<file path="config.mk">
export PLATFORM = sky130hd
export DESIGN_NAME = wb_port_arbiter
export DESIGN_NICKNAME = d
export VERILOG_FILES = /design/src/rtl/wb_arb_pkg.sv /design/src/rtl/wb_port_arbiter_rr_select.sv /design/src/rtl/wb_port_arbiter.sv
export SDC_FILE = /design/constraint.sdc
export NUM_CORES = 1
export LEC_CHECK = 0
export CAP_MARGIN = 25
export CORE_MARGIN = 2
export CORE_UTILIZATION = 35
export CTS_CLUSTER_DIAMETER = 100
export DETAILED_ROUTE_END_ITERATION = 10
export HOLD_SLACK_MARGIN = 0.12
export PLACE_DENSITY_LB_ADDON = 0.05
export SLEW_MARGIN = 20
export SYNTH_ARGS = -nofsm -noshare
export SYNTH_HDL_FRONTEND = slang
export SYNTH_SLANG_ARGS = --single-unit
</file>
<file path="constraint.sdc">
create_clock -name clk -period 3.9 [get_ports clk]
set_clock_uncertainty 0.1 [all_clocks]
set_input_delay 0.39 -clock clk [delete_from_list [all_inputs] [get_ports clk]]
set_output_delay 0.39 -clock clk [all_outputs]
set_load 0.005 [all_outputs]
</file>
<file path="src/rtl/wb_arb_pkg.sv">
// wb_arb_pkg: shared defaults and helpers for the writeback port arbiter.
//   N_REQ_DEF / XLEN_DEF / IDX_W_DEF : default parameter values
//   ID_W                             : width of requester index / rr pointer (covers up to 8 requesters)
//   REQ_ALU / REQ_LSU / REQ_MDU      : requester slot assignments
//   next_ptr()                       : round-robin successor of a granted index
package wb_arb_pkg;

   localparam int N_REQ_DEF = 3;
   localparam int XLEN_DEF  = 64;
   localparam int IDX_W_DEF = 5;
   localparam int ID_W      = 3;

   localparam logic [ID_W-1:0] REQ_ALU = 3'd0;
   localparam logic [ID_W-1:0] REQ_LSU = 3'd1;
   localparam logic [ID_W-1:0] REQ_MDU = 3'd2;

   // Successor of idx modulo n: the requester after the winner gets first look next time.
   function automatic logic [ID_W-1:0] next_ptr(input logic [ID_W-1:0] idx, input int n);
      if (int'(idx) >= n - 1)
         return '0;
      else
         return idx + 1'b1;
   endfunction

endpackage

</file>
<file path="src/rtl/wb_port_arbiter_rr_select.sv">
// rr_select: combinational rotate-and-priority-encode.
//   req       in   N_REQ   request vector
//   ptr       in   ID_W    starting index for the search (must be < N_REQ)
//   grant     out  N_REQ   one-hot grant, zero when no request
//   grant_idx out  ID_W    index of the granted requester (0 when none)
//   any       out  1       at least one request present
module rr_select
   import wb_arb_pkg::*;
#(
   parameter int N_REQ = N_REQ_DEF
) (
   input  logic [N_REQ-1:0] req,
   input  logic [ID_W-1:0]  ptr,
   output logic [N_REQ-1:0] grant,
   output logic [ID_W-1:0]  grant_idx,
   output logic             any
);

   // cand[k] = (ptr + k) mod N_REQ: the k-th requester examined in this cycle's search order.
   logic [ID_W-1:0] cand [N_REQ];

   generate
      for (genvar gi = 0; gi < N_REQ; gi++) begin : g_cand
         logic [ID_W:0] sum;
         assign sum       = {1'b0, ptr} + (ID_W+1)'(gi);
         assign cand[gi]  = (sum >= (ID_W+1)'(N_REQ)) ? ID_W'(sum - (ID_W+1)'(N_REQ))
                                                      : sum[ID_W-1:0];
      end
   endgenerate

   // The candidate index is matched against each slot number rather than used as a
   // bit select, which keeps the index width independent of N_REQ.
   always_comb begin
      grant     = '0;
      grant_idx = '0;
      any       = 1'b0;
      for (int k = 0; k < N_REQ; k++) begin
         for (int j = 0; j < N_REQ; j++) begin
            if (!any && (cand[k] == ID_W'(j)) && req[j]) begin
               any       = 1'b1;
               grant_idx = ID_W'(j);
               grant[j]  = 1'b1;
            end
         end
      end
   end

endmodule

</file>
<file path="src/rtl/wb_port_arbiter.sv">
// wb_port_arbiter: shares the register-file write port among N_REQ writeback producers.
//   clk, rst (async active-high), stall (no grants while high)
//   req_valid/req_rd/req_data : per-requester packed request slots
//   req_ready                 : combinational one-hot grant (transfer = valid && ready)
//   wb_en/wb_rd_index/wb_data : registered write port, one cycle after the transfer
//   grant_id                  : registered index of the last granted requester
// Build option: define WB_ARB_FIXED_PRIO_EN for fixed priority (lowest index wins);
// default is round-robin.
module wb_port_arbiter
   import wb_arb_pkg::*;
#(
   parameter int N_REQ = N_REQ_DEF,
   parameter int XLEN  = XLEN_DEF,
   parameter int IDX_W = IDX_W_DEF
) (
   input  logic                   clk,
   input  logic                   rst,
   input  logic                   stall,
   input  logic [N_REQ-1:0]       req_valid,
   input  logic [N_REQ*IDX_W-1:0] req_rd,
   input  logic [N_REQ*XLEN-1:0]  req_data,
   output logic [N_REQ-1:0]       req_ready,
   output logic                   wb_en,
   output logic [IDX_W-1:0]       wb_rd_index,
   output logic [XLEN-1:0]        wb_data,
   output logic [ID_W-1:0]        grant_id
);

   logic [N_REQ-1:0] sel_grant;
   logic [ID_W-1:0]  sel_idx;
   logic             sel_any;
   logic [ID_W-1:0]  ptr;
   logic             fire;
   logic [IDX_W-1:0] win_rd;
   logic [XLEN-1:0]  win_data;

   // Grants are suppressed while reset is held so nothing is handed out that
   // the (reset) output registers could not capture.
   assign fire      = sel_any && !stall && !rst;
   assign req_ready = fire ? sel_grant : '0;

`ifdef WB_ARB_FIXED_PRIO_EN
   // Searching from index 0 every cycle makes the encoder a plain priority encoder.
   assign ptr = '0;
`else
   logic [ID_W-1:0] ptr_reg;

   always_ff @(posedge clk or posedge rst) begin
      if (rst)
         ptr_reg <= '0;
      else if (fire)
         ptr_reg <= next_ptr(sel_idx, N_REQ);
   end

   assign ptr = ptr_reg;
`endif

   rr_select #(
      .N_REQ (N_REQ)
   ) u_rr_select (
      .req       (req_valid),
      .ptr       (ptr),
      .grant     (sel_grant),
      .grant_idx (sel_idx),
      .any       (sel_any)
   );

   // One-hot select of the winner's destination and data.
   always_comb begin
      win_rd   = '0;
      win_data = '0;
      for (int i = 0; i < N_REQ; i++) begin
         if (sel_grant[i]) begin
            win_rd   = req_rd[i*IDX_W +: IDX_W];
            win_data = req_data[i*XLEN +: XLEN];
         end
      end
   end

   always_ff @(posedge clk or posedge rst) begin
      if (rst) begin
         wb_en       <= 1'b0;
         wb_rd_index <= '0;
         wb_data     <= '0;
         grant_id    <= '0;
      end else begin
         // A grant to rd==0 is consumed but never reaches the register file (x0 is hardwired).
         wb_en <= fire && (win_rd != '0);
         if (fire) begin
            wb_rd_index <= win_rd;
            wb_data     <= win_data;
            grant_id    <= sel_idx;
         end
      end
   end

endmodule

</file>
After elaboration in Yosys (flattened, before gate mapping)
Index checks and enable logic that the tools add are counted.
{"block": "classes", "n_shift": 0, "order_cmp": 4, "muxes": 36, "addsub": 6, "n_reduce_logical": 34, "n_div": 0, "bitwise_logic": 0, "multipliers": 0, "eq_ne": 6}
{"cell": "two-way mux 64 bit", "n": 3}
{"cell": "logical AND 1 bit", "n": 20}
{"cell": "two-way mux 1 bit", "n": 18}
{"cell": "two-way mux 3 bit", "n": 5}
{"cell": "two-way mux 5 bit", "n": 3}
{"cell": "two-way mux 2 bit", "n": 7}
{"cell": "zero test 1 bit", "n": 10}
{"cell": "equality test 3 x 1 -> 1 bit, second input constant", "n": 3}
{"cell": "equality test 3 x 2 -> 1 bit, second input constant", "n": 3}
{"cell": "zero test 3 bit", "n": 3}
{"cell": "subtractor 3 x 2 -> 3 bit, second input constant", "n": 3}
{"cell": ">= comparator 4 x 2 -> 1 bit, second input constant", "n": 2}
{"cell": ">= comparator 3 x 2 -> 1 bit, second input constant", "n": 2}
{"cell": "nonzero test 5 bit", "n": 1}
{"cell": "adder 3 x 1 -> 4 bit, second input constant", "n": 1}
{"cell": "adder 3 x 2 -> 4 bit, second input constant", "n": 1}
{"cell": "adder 3 x 1 -> 3 bit, second input constant", "n": 1}
{"block": "totals", "romBits": 0, "register_bits": 76, "memories": 0, "ram_bits": 0, "word_cells": 91, "out_inout_bits": 76, "in_bits": 213, "latchBits": 0}

Logic depth before layout (Yosys ltp)
Gate-level depths: netlist of the first run.
{"block": "logic_depth", "depth_word": 40, "mapped_depth": 13}

Modules after synthesis
A second synthesis of the first run with hierarchy kept.
{"block": "unflattened", "cells_unflattened": 495, "hier_area_um2": 5337.6}
{"mod": "wb_port_arbiter", "instances": 1, "seq_area_each_um2": 1901.8, "cells_per_inst": 425, "area_each_um2": 4815.9}
{"mod": "rr_select", "instances": 1, "seq_area_each_um2": 0.0, "cells_per_inst": 70, "area_each_um2": 521.8}

Worst setup path after synthesis of the first run
OpenSTA, ideal clock, no wires.
{"block": "synth_path", "path_type": "reg2out", "from": "register ptr_reg[2] (netlist: ptr[2])", "to": "output req_ready[1]", "stages_incl_launch_ff": 11, "slack_ps": 725, "t_arrival_ps": 2685, "path_buffers": 2, "path_cell_list": "dfrtp_1 -> inv_1 -> ha_1 -> a211oi_2 -> mux2_4 -> or2_4 -> nor2b_1 -> a311oi_2 -> buf_4 -> buf_2 -> and2_1"}
{"block": "synth_between", "elab_chain_len": 40, "elab_cells_between_ends": 60, "classes_between": "5 x add/sub; 3 x order compare; 6 x eq/ne; 16 x mux; 30 x reduce/logical"}
{"element": "from (decl)", "line_no": "wb_port_arbiter.sv:46", "rtl": "logic [ID_W-1:0] ptr_reg;"}
{"element": "from (signal assigned)", "line_no": "wb_port_arbiter.sv:52", "rtl": "ptr_reg <= next_ptr(sel_idx, N_REQ);"}
{"element": "subtractor 3 x 2 -> 3 bit or >= comparator 3 x 2 -> 1 bit (tied branches)", "line_no": "wb_port_arbiter_rr_select.sv:26", "rtl": "assign cand[gi] = (sum >= (ID_W+1)'(N_REQ)) ? ID_W'(sum - (ID_W+1)'(N_REQ))"}
{"element": "two-way mux 3 bit", "line_no": "wb_port_arbiter_rr_select.sv:26"}
{"element": "zero test 3 bit", "line_no": "wb_port_arbiter_rr_select.sv:39", "rtl": "if (!any && (cand[k] == ID_W'(j)) && req[j]) begin"}
{"element": "logical AND 1 bit", "line_no": "wb_port_arbiter_rr_select.sv:39"}
{"element": "two-way mux 1 bit", "line_no": "wb_port_arbiter_rr_select.sv:39"}
{"element": "zero test 1 bit", "line_no": "wb_port_arbiter_rr_select.sv:39"}
{"element": "logical AND 1 bit (2 in series)", "line_no": "wb_port_arbiter_rr_select.sv:39"}
{"element": "two-way mux 1 bit", "line_no": "wb_port_arbiter_rr_select.sv:39"}
{"element": "[... 20 more ...]"}
{"element": "zero test 1 bit", "line_no": "wb_port_arbiter_rr_select.sv:39"}
{"element": "logical AND 1 bit (2 in series)", "line_no": "wb_port_arbiter_rr_select.sv:39"}
{"element": "two-way mux 1 bit", "line_no": "wb_port_arbiter_rr_select.sv:39"}
{"element": "zero test 1 bit", "line_no": "wb_port_arbiter_rr_select.sv:39"}
{"element": "logical AND 1 bit (2 in series)", "line_no": "wb_port_arbiter_rr_select.sv:39"}
{"element": "two-way mux 1 bit", "line_no": "wb_port_arbiter_rr_select.sv:39"}
{"element": "logical AND 1 bit (2 in series)", "line_no": "wb_port_arbiter.sv:39", "rtl": "assign fire = sel_any && !stall && !rst;"}
{"element": "two-way mux 3 bit (*)", "line_no": "wb_port_arbiter.sv:40", "rtl": "assign req_ready = fire ? sel_grant : '0;"}
{"element": "to (decl)", "line_no": "wb_port_arbiter.sv:22", "rtl": "output logic [N_REQ-1:0] req_ready,"}
Every way passes the cells marked *; elsewhere a longest branch is shown, timed or not.

Final worst setup path of the first run
{"block": "layout_path", "from": "register ptr_reg[1] (netlist: ptr[1])", "to": "output req_ready[0]"}
Same word-level chain as after synthesis.

==> summary.txt, run 1 <==
Run status
  – Status: finished clean

Cells and area
  – Max reg flops: 64
  – Design area: 0.007443 mm^2
  – # fillers: 955
  – Multi-input logic area: 0.002053 mm^2
  – Final nets: 906
  – Antenna diode count: 0
  – Layout cells sized above 1: 8.576%
  – Area added between synthesis and finish: 83.78%
  – Flip-flop and latch area: 0.001879 mm^2

Critical path
  – WP buf/inv: 1
  – CP Cell Sequence: ha_1 -> ha_2 -> a211oi_4 -> mux2_4 -> or2_4 -> nor2b_1 -> a311oi_4 -> and2_4 -> clkdlybuf4s50_1
  – Worst Setup SP: ptr[1]
  – Max stage delay on crit path: 0.51 ns
  – Crit path max fanout: 5
  – Worst R2R Start: ptr[1]
  – Register-to-register setup slack: 0.23 ns
  – Critical Path RT: 3.41 ns
  – Slowest-stage cell, CP: clkdlybuf4s50_1
  – CP arrival: 3.35 ns
  – Reg2reg end: grant_id[0]
  – Crit path max-delay family: simple AND/OR/NAND/NOR gates
  – R2R depth: 10
  – Worst setup SP type: flip-flop
  – Crit. End Element: output pin
  – WS Path Type: reg2out

Yosys
  – FF+latch count, synth: 75
  – Ys async rst share: 100.0%
  – Ys Warns: 0
  – Syn_nets: 629
  – Share of the synthesized area in the top cell type: 46.34%
  – Post-synth top cells: dfrtp_1 (75), a21oi_1 (74), nor2_1 (72)
  – Count leader, synth: dfrtp_1
  – Avg Inst Size Synth: 9.976 um^2
  – Number of synthesized flops with an enable pin: 0
  – Cell taking the most area after synthesis: dfrtp_1
  – Syn Inst Count: 406
  – Distinct cells, synth: 46
  – Top FF cell, synth: dfrtp_1
  – Sequential-to-total area share from yosys stat: 46.34%
  – Synth Cell Area: 0.004050 mm^2
  – Ranking of synthesized cells by area: dfrtp_1 (46%), a222oi_1 (17%), a21oi_1 (9.1%)

Floorplan
  – Row count: 39
  – Initial Util: 35.62%
  – Core region area: 0.01137 mm^2
  – Die width: 111.6 um
  – I/O pins: 289
  – Die Y-Extent: 111.6 um
  – Die area: 0.01245 mm^2

Hold path
  – Hold depth: 1
  – Hold Path End: grant_id[1]
  – Hold_sp: grant_id[1]
  – Worst hold path class: reg2reg

Drt
  – Final WL: 15990 um
  – First-pass iteration count of the detailed router: 5
  – Wirelength per Cell: 19.25 um
  – DRC errors left: 0
  – DR vias/cell: 5.537
  – ANT nets after route: 0
  – Vias: 4601
  – Initial drt markers: 411

STA
  – Hold_ws: 0.4241 ns
  – Max transition margin: 45.31%
  – Fin crit share: 98.54%
  – Maximum clock rate: 260.2 MHz
  – Hold Violations, Final: 0
  – Final number of max-transition violations: 0
  – Slew @ Worst Pin: 0.8193 ns
  – Post-layout min period: 3.843 ns
  – Final Setup Violations: 0

Global routing
  – Aggregate global routing overflow: 0
  – First-pass GRT wire length: 24480 um
  – Antenna violations before repair: 0
  – All-Layer GR Usage: 24.76%
  – Vias in the first global route: 4705
  – Pin count of the biggest net entering global routing: 76

Power
  – Lkg Pwr: 2.900 nW
  – Power Dens Cells: 832.5 mW/mm^2
  – VDD IR-drop max: 383.8 uV

Clock tree
  – H-tree depth: 3
  – Max clock buf depth: 2
  – CTS root buffer: clkbuf_16
  – TritonCTS clock tree: built
  – Cts bufs inserted: 9
  – Clock Latency Late Sink: 0.32 ns
  – Clock Sinks: 75
  – Clock-pin slew on the worst setup and hold paths: 0.06 ns

Place
  – Dpl cell area: 0.007020 mm^2
  – Buffers on Ports: 287
  – Final GP Congestion: 0.8566
  – DP Wirelength: 11660 um

Job
  – Max-cap violations: 0
## layer usage
| layer | GRT usage, % | up-vias | share of wire [%] |
|---|---|---|---|
| met3 | 6.696 | 18 | 7.7 |
| met4 | 6.749 | 0 | 1.5 |
| li1 | - | 2164 | - |
| met2 | 45.89 | 211 | 52 |
| met5 | 0 | - | 0 |
| met1 | 28.01 | 2208 | 38 |
## worst register-to-register path: stages (launching register included)
cell	delay [ns]
dfrtp_2	0.43
ha_1	0.20
ha_2	0.22
a211oi_4	0.30
mux2_4	0.36
or2_4	0.29
nor2b_1	0.16
a311oi_4	0.35
buf_4	0.19
buf_4	0.55
mux2_2	0.41
## timing repair
item | CTS | global route
endpoints found under the hold margin | 0 | 0
pin swaps | 2 | 2
gates cloned | 1 | 0
hold buffers | 0 | 0
setup buffers | 2 | 4
gates resized for setup | 6 | 8
endpoints found under the setup margin | 3 | 4
## metrics by stage
| stage | utilization (%) | worst slack (ns) | setup TNS, ns | cells | total power (W) |
|---|---|---|---|---|---|
| 3_5_place_dp | 61.75 | 0.2291 | 0 | 808 | 0.005211 |
| 4_1_cts | 64.74 | 0.01071 | 0 | 827 | 0.006146 |
| 6_report | 65.47 | 0.05682 | 0 | 831 | 0.006197 |
| 5_1_grt | 65.47 | -0.02969 | -0.03169 | 831 | 0.006647 |
| 3_3_place_gp | 61.75 | 0.3069 | 0 | 808 | 0.005133 |
| 2_1_floorplan | - | 0.7250 | 0 | 406 | 0.003566 |
## report_power, final
part	switching [W]	internal (W)	leakage, nW	total, W
logic	0.00204	0.00193	1.90	0.00397
clock network	0.000329	0.000496	0.139	0.000825
registers	0.000216	0.00119	0.859	0.00140
total	0.00258	0.00361	2.90	0.00620
## layout by cell type, fill, tap and decap left out, types with 3 or more instances in the layout
master	count
a21oi_1	74
dfrtp_1	73
and2_1	3
buf_4	17
inv_1	4
clkinv_2	3
nand2_1	8
clkdlybuf4s50_1	287
a222oi_1	69
mux2_2	3
clkinvlp_4	3
clkbuf_16	9
nor2_1	72
nand3_1	4
ha_1	8
o21a_1	3
## area by class of cell
cell class	count	area share [%]
Multi-Input combinational cell	286	27.58
Inverter	6	0.3698
Clock buffer	10	3.076
Clock inverter	6	0.8573
Tap cell	143	2.404
Timing Repair Buffer	305	40.46
Sequential cell	75	25.25
## kinds of logic after synthesis
kind of cell | after synthesis | synth area share, %
adders and majority gates | 10 | 3.089
DFF | 75 | 46.34
buffers and inverters | 46 | 5.283
xor gates and xnor gates | 1 | 0.2163
muxes | 5 | 1.452
and+or+nand+nor | 105 | 11.99
other | 1 | 0.09259
AOI/OAI and AO/OA | 163 | 31.54
## worst max-delay path by stage
stage          depth (start not counted)  slack, ns            to
3_3_place_gp                           9       0.31   grant_id[0]
6_report                               9       0.06  req_ready[0]
3_5_place_dp                           9       0.23   grant_id[0]
4_1_cts                                9       0.01  req_ready[0]
5_1_grt                                9      -0.03  req_ready[0]
2_1_floorplan                         10       0.73  req_ready[1]
Power figures use the tool's default switching activity.
==> inputs of run 2 (changes only) <==
- CAP_MARGIN: 25 -> 20
- SYNTH_HIERARCHICAL: default -> 1
==> summary.txt, run 2 <==
Power
  – Clock share of power: 11.6% (-1.7 points)
  – Net switching power: 0.003165 W (+22%)
  – Lkg Pwr: 3.330 nW (+15%)
  – Net Sw Frac: 44.88% (+3.2 points)
  – Register share of total power: 18.1% (-4.6 points)
  – Power Dens Cells: 827.1 mW/mm^2 (-0.65%)
  – Combinational fraction of design power: 70.4% (+6.4 points)
  – VDD IR-drop max: 774.2 uV (+100%)
  – Int Pwr: 0.003887 W (+7.6%)

STA
  – Final number of max-transition violations: 0 (unchanged)
  – Post-layout min period: 3.712 ns (-0.1312 ns)
  – Maximum clock rate: 269.4 MHz (+3.5%)
  – Unrepaired setup endpoints after global routing: false
  – Slew @ Worst Pin: 0.7689 ns (-0.05041 ns)
  – Fin crit share: 95.18% (-3.4 points)
  – Hold Violations, Final: 0 (unchanged)
  – Hold_ws: 0.3806 ns (-0.04354 ns)
  – Final Setup Violations: 0 (unchanged)
  – Max transition margin: 48.74% (+3.4 points)
  – Setup TNS: 0 ns (unchanged)

Critical path
  – Number of cells on the critical path: 9 (unchanged)
  – R2R depth: 12 (+2)
  – Max stage delay on crit path: 0.57 ns (+0.06 ns)
  – WP buf/inv: 1 (unchanged)
  – Crit. End Element: output pin
  – Critical Path End: req_ready[1]
  – Reg2reg end: ptr[2]
  – Crit path max-delay family: simple AND/OR/NAND/NOR gates
  – Worst R2R Start: ptr[0]
  – Slowest-stage cell, CP: or4_1
  – CP arrival: 3.22 ns (-0.13 ns)
  – Critical Path RT: 3.41 ns (about the same)
  – CP Cell Sequence: ha_1 -> ha_2 -> a211oi_2 -> mux2i_4 -> o21ai_2 -> or4_1 -> nand3b_4 -> nor2_1 -> clkdlybuf4s50_1
  – WS Path Type: reg2out
  – Register-to-register setup slack: 0.38 ns (+0.15 ns)
  – Worst setup SP type: flip-flop
  – Crit path max fanout: 7 (+2)
  – Worst Setup SP: ptr[1]

Drt
  – Wirelength per Cell: 18.59 um (-3.4%)
  – DRC errors left: 0 (unchanged)
  – Initial drt markers: 199 (-52%)
  – Vias: 5011 (+8.9%)
  – First-pass iteration count of the detailed router: 4 (-1)
  – ANT nets after route: 0 (unchanged)
  – DR vias/cell: 5.269 (-4.8%)
  – Final WL: 17680 um (+11%)

Yosys
  – Number of synthesized flops with an enable pin: 0 (unchanged)
  – Distinct cells, synth: 54 (+17%)
  – Post-synth top cells: nand2_1 (80), dfrtp_1 (76), nor2_1 (71)
  – FF+latch count, synth: 76 (+1.3%)
  – Syn Inst Count: 495 (+22%)
  – Syn_nets: 720 (+14%)
  – Ys async rst share: 100.0% (unchanged)
  – Cell taking the most area after synthesis: dfrtp_1
  – Ys Warns: 6 (+6)
  – Count leader, synth: nand2_1
  – Synth Cell Area: 0.005338 mm^2 (+32%)
  – Sequential-to-total area share from yosys stat: 35.63% (-11 points)
  – Share of the synthesized area in the top cell type: 35.63% (-11 points)
  – Avg Inst Size Synth: 10.78 um^2 (+8.1%)
  – Top FF cell, synth: dfrtp_1
  – Ranking of synthesized cells by area: dfrtp_1 (36%), a221oi_2 (17%), o31ai_2 (14%)

Cells and area
  – Most common cell after layout, fill and taps aside: clkdlybuf4s50_1
  – Final nets: 984 (+8.6%)
  – Layout cells sized above 1: 22.28% (+14 points)
  – Commonest cells after routing, fill and taps aside: clkdlybuf4s50_1 (288), nand2_1 (80), dfrtp_1 (75)
  – Multi-input logic area: 0.003020 mm^2 (+47%)
  – Top reg by flops: wb_data
  – Post-layout util: 56.71% (-8.8 points)
  – Max reg flops: 64 (unchanged)
  – # fillers: 1338 (+40%)
  – Area added between synthesis and finish: 59.73%
  – Flip-flop and latch area: 0.001903 mm^2 (+1.3%)
  – Largest regs: wb_data (64), wb_rd_index (5)
  – Antenna diode count: 0 (unchanged)

Clock tree
  – Max clock buf depth: 2 (unchanged)
  – Clock-pin slew on the worst setup and hold paths: 0.06 ns (about the same)
  – CTS root buffer: clkbuf_16
  – Clock Sinks: 76 (+1.3%)
  – Hold Buf Count CTS: 0 (unchanged)
  – Cts bufs inserted: 9 (unchanged)
  – Clock Latency Late Sink: 0.33 ns (about the same)
  – TritonCTS clock tree: built
  – H-tree depth: 3 (unchanged)

Global routing
  – Vias in the first global route: 5069 (+7.7%)
  – Antenna violations before repair: 0 (unchanged)
  – First-pass GRT wire length: 27080 um (+11%)
  – All-Layer GR Usage: 21.46% (-3.3 points)
  – Pin count of the biggest net entering global routing: 77 (+1.3%)
  – Aggregate global routing overflow: 0 (unchanged)

Floorplan
  – Die area: 0.01625 mm^2 (+31%)
  – Core region area: 0.01503 mm^2 (+32%)
  – Die Y-Extent: 127.5 um (+14%)
  – I/O pins: 289 (unchanged)
  – Die width: 127.5 um (+14%)
  – Row count: 45 (+15%)
  – Initial Util: 35.51% (-0.12 points)

Run status
  – Status: finished clean

Place
  – DP Wirelength: 13030 um (+12%)
  – Final GP Congestion: 0.8420 (-1.7%)
  – Buffers on Ports: 288 (+0.35%)

Job
  – Max-cap violations: 0 (unchanged)

Hold path
  – Hold_sp: wb_data[42]
  – Worst hold path class: reg2reg
[run 2: cell types whose count changed after synthesis, sizes merged, moves of 3 or more]
cell | previous run | this run
a21oi | 74 | 3
a221o | 0 | 4
a221oi | 0 | 64
a222oi | 69 | 0
a41oi | 0 | 3
and2 | 4 | 0
clkbuf | 18 | 27
nand2 | 8 | 80
nand2b | 2 | 5
o21a | 3 | 0
o21ai | 1 | 15
o31ai | 0 | 66
[run 2: how the worst min path moves through the flow]
stage	slack, ns	depth (start not counted)	endpoint
2_1_floorplan	0.37	2	wb_data[59]
3_3_place_gp	0.36	2	wb_data[60]
3_5_place_dp	0.37	2	wb_data[21]
4_1_cts	0.38	2	wb_data[21]
5_1_grt	0.41	2	wb_data[1]
6_report	0.38	2	wb_data[42]
[run 2: what timing repair did]
item	in CTS	in global routing
buffers inserted	1	2
gates resized for setup	1	3
pin swaps	1	1
setup endpoints to repair	2	3
[run 2: routing by layer]
layer	routed length [um]	global-route usage (%)	up-vias	part of all wire, %
li1	-	-	2384	-
met1	6741	23.94	2395	38
met2	9050	38.53	198	51
met3	1297	5.737	34	7.3
met4	585	9.050	0	3.3
met5	0	0	-	0
[run 2: cell families (layout without fill, tap and decap cells)]
kind of cell	Yosys count	in the layout	share of synthesized area, %
AO/OA/AOI/OAI	167	167	37.53
flip-flops	76	76	35.63
buffers and inverters	58	326	8.650
AND/OR/NAND/NOR	174	174	13.92
XOR/XNOR	3	3	0.4924
other	1	1	0.07026
adder cells (fa/ha/maj)	12	12	2.813
multiplexers	4	4	0.8907
[run 2: worst reg2reg max path, stage by stage, from the launching register on]
cell      delay, ns
dfrtp_1        0.35
buf_4          0.21
inv_1          0.09
ha_1           0.41
and3b_1        0.23
a32o_1         0.23
nor2_1         0.15
a21boi_1       0.14
o32ai_1        0.50
inv_1          0.12
ha_1           0.22
or4_1          0.55
o21ai_1        0.15
[run 2: area by class of cell]
cell class | count | area share, %
Timing Repair Buffer | 302 | 35.68
Multi-Input combinational cell | 361 | 35.43
Sequential cell | 76 | 22.32
Clock buffer | 14 | 3.331
Tap cell | 188 | 2.759
Inverter | 9 | 0.4256
Clock inverter | 1 | 0.05870
[run 2: power groups by stage]
stage	Sequential [W]	Clock [W]	Combinational [W]
after floorplan	0.00131	0	0.00372
after global placement	0.00127	0	0.00491
after detailed placement	0.00129	0	0.00498
after CTS	0.00128	0.000841	0.00501
after global routing	0.00132	0.000873	0.00539
final	0.00128	0.000815	0.00496
[run 2: stage by stage]
step	cell area, um^2	std cells	power, W	worst slack (ns)
after detailed placement	8195	933	0.006272	0.2799
after floorplan	5338	495	0.005029	0.6042
after global routing	8526	951	0.007581	0.01123
after CTS	8501	949	0.007128	0.008014
after global placement	8195	933	0.006184	0.3331
final	8526	951	0.007052	0.1881
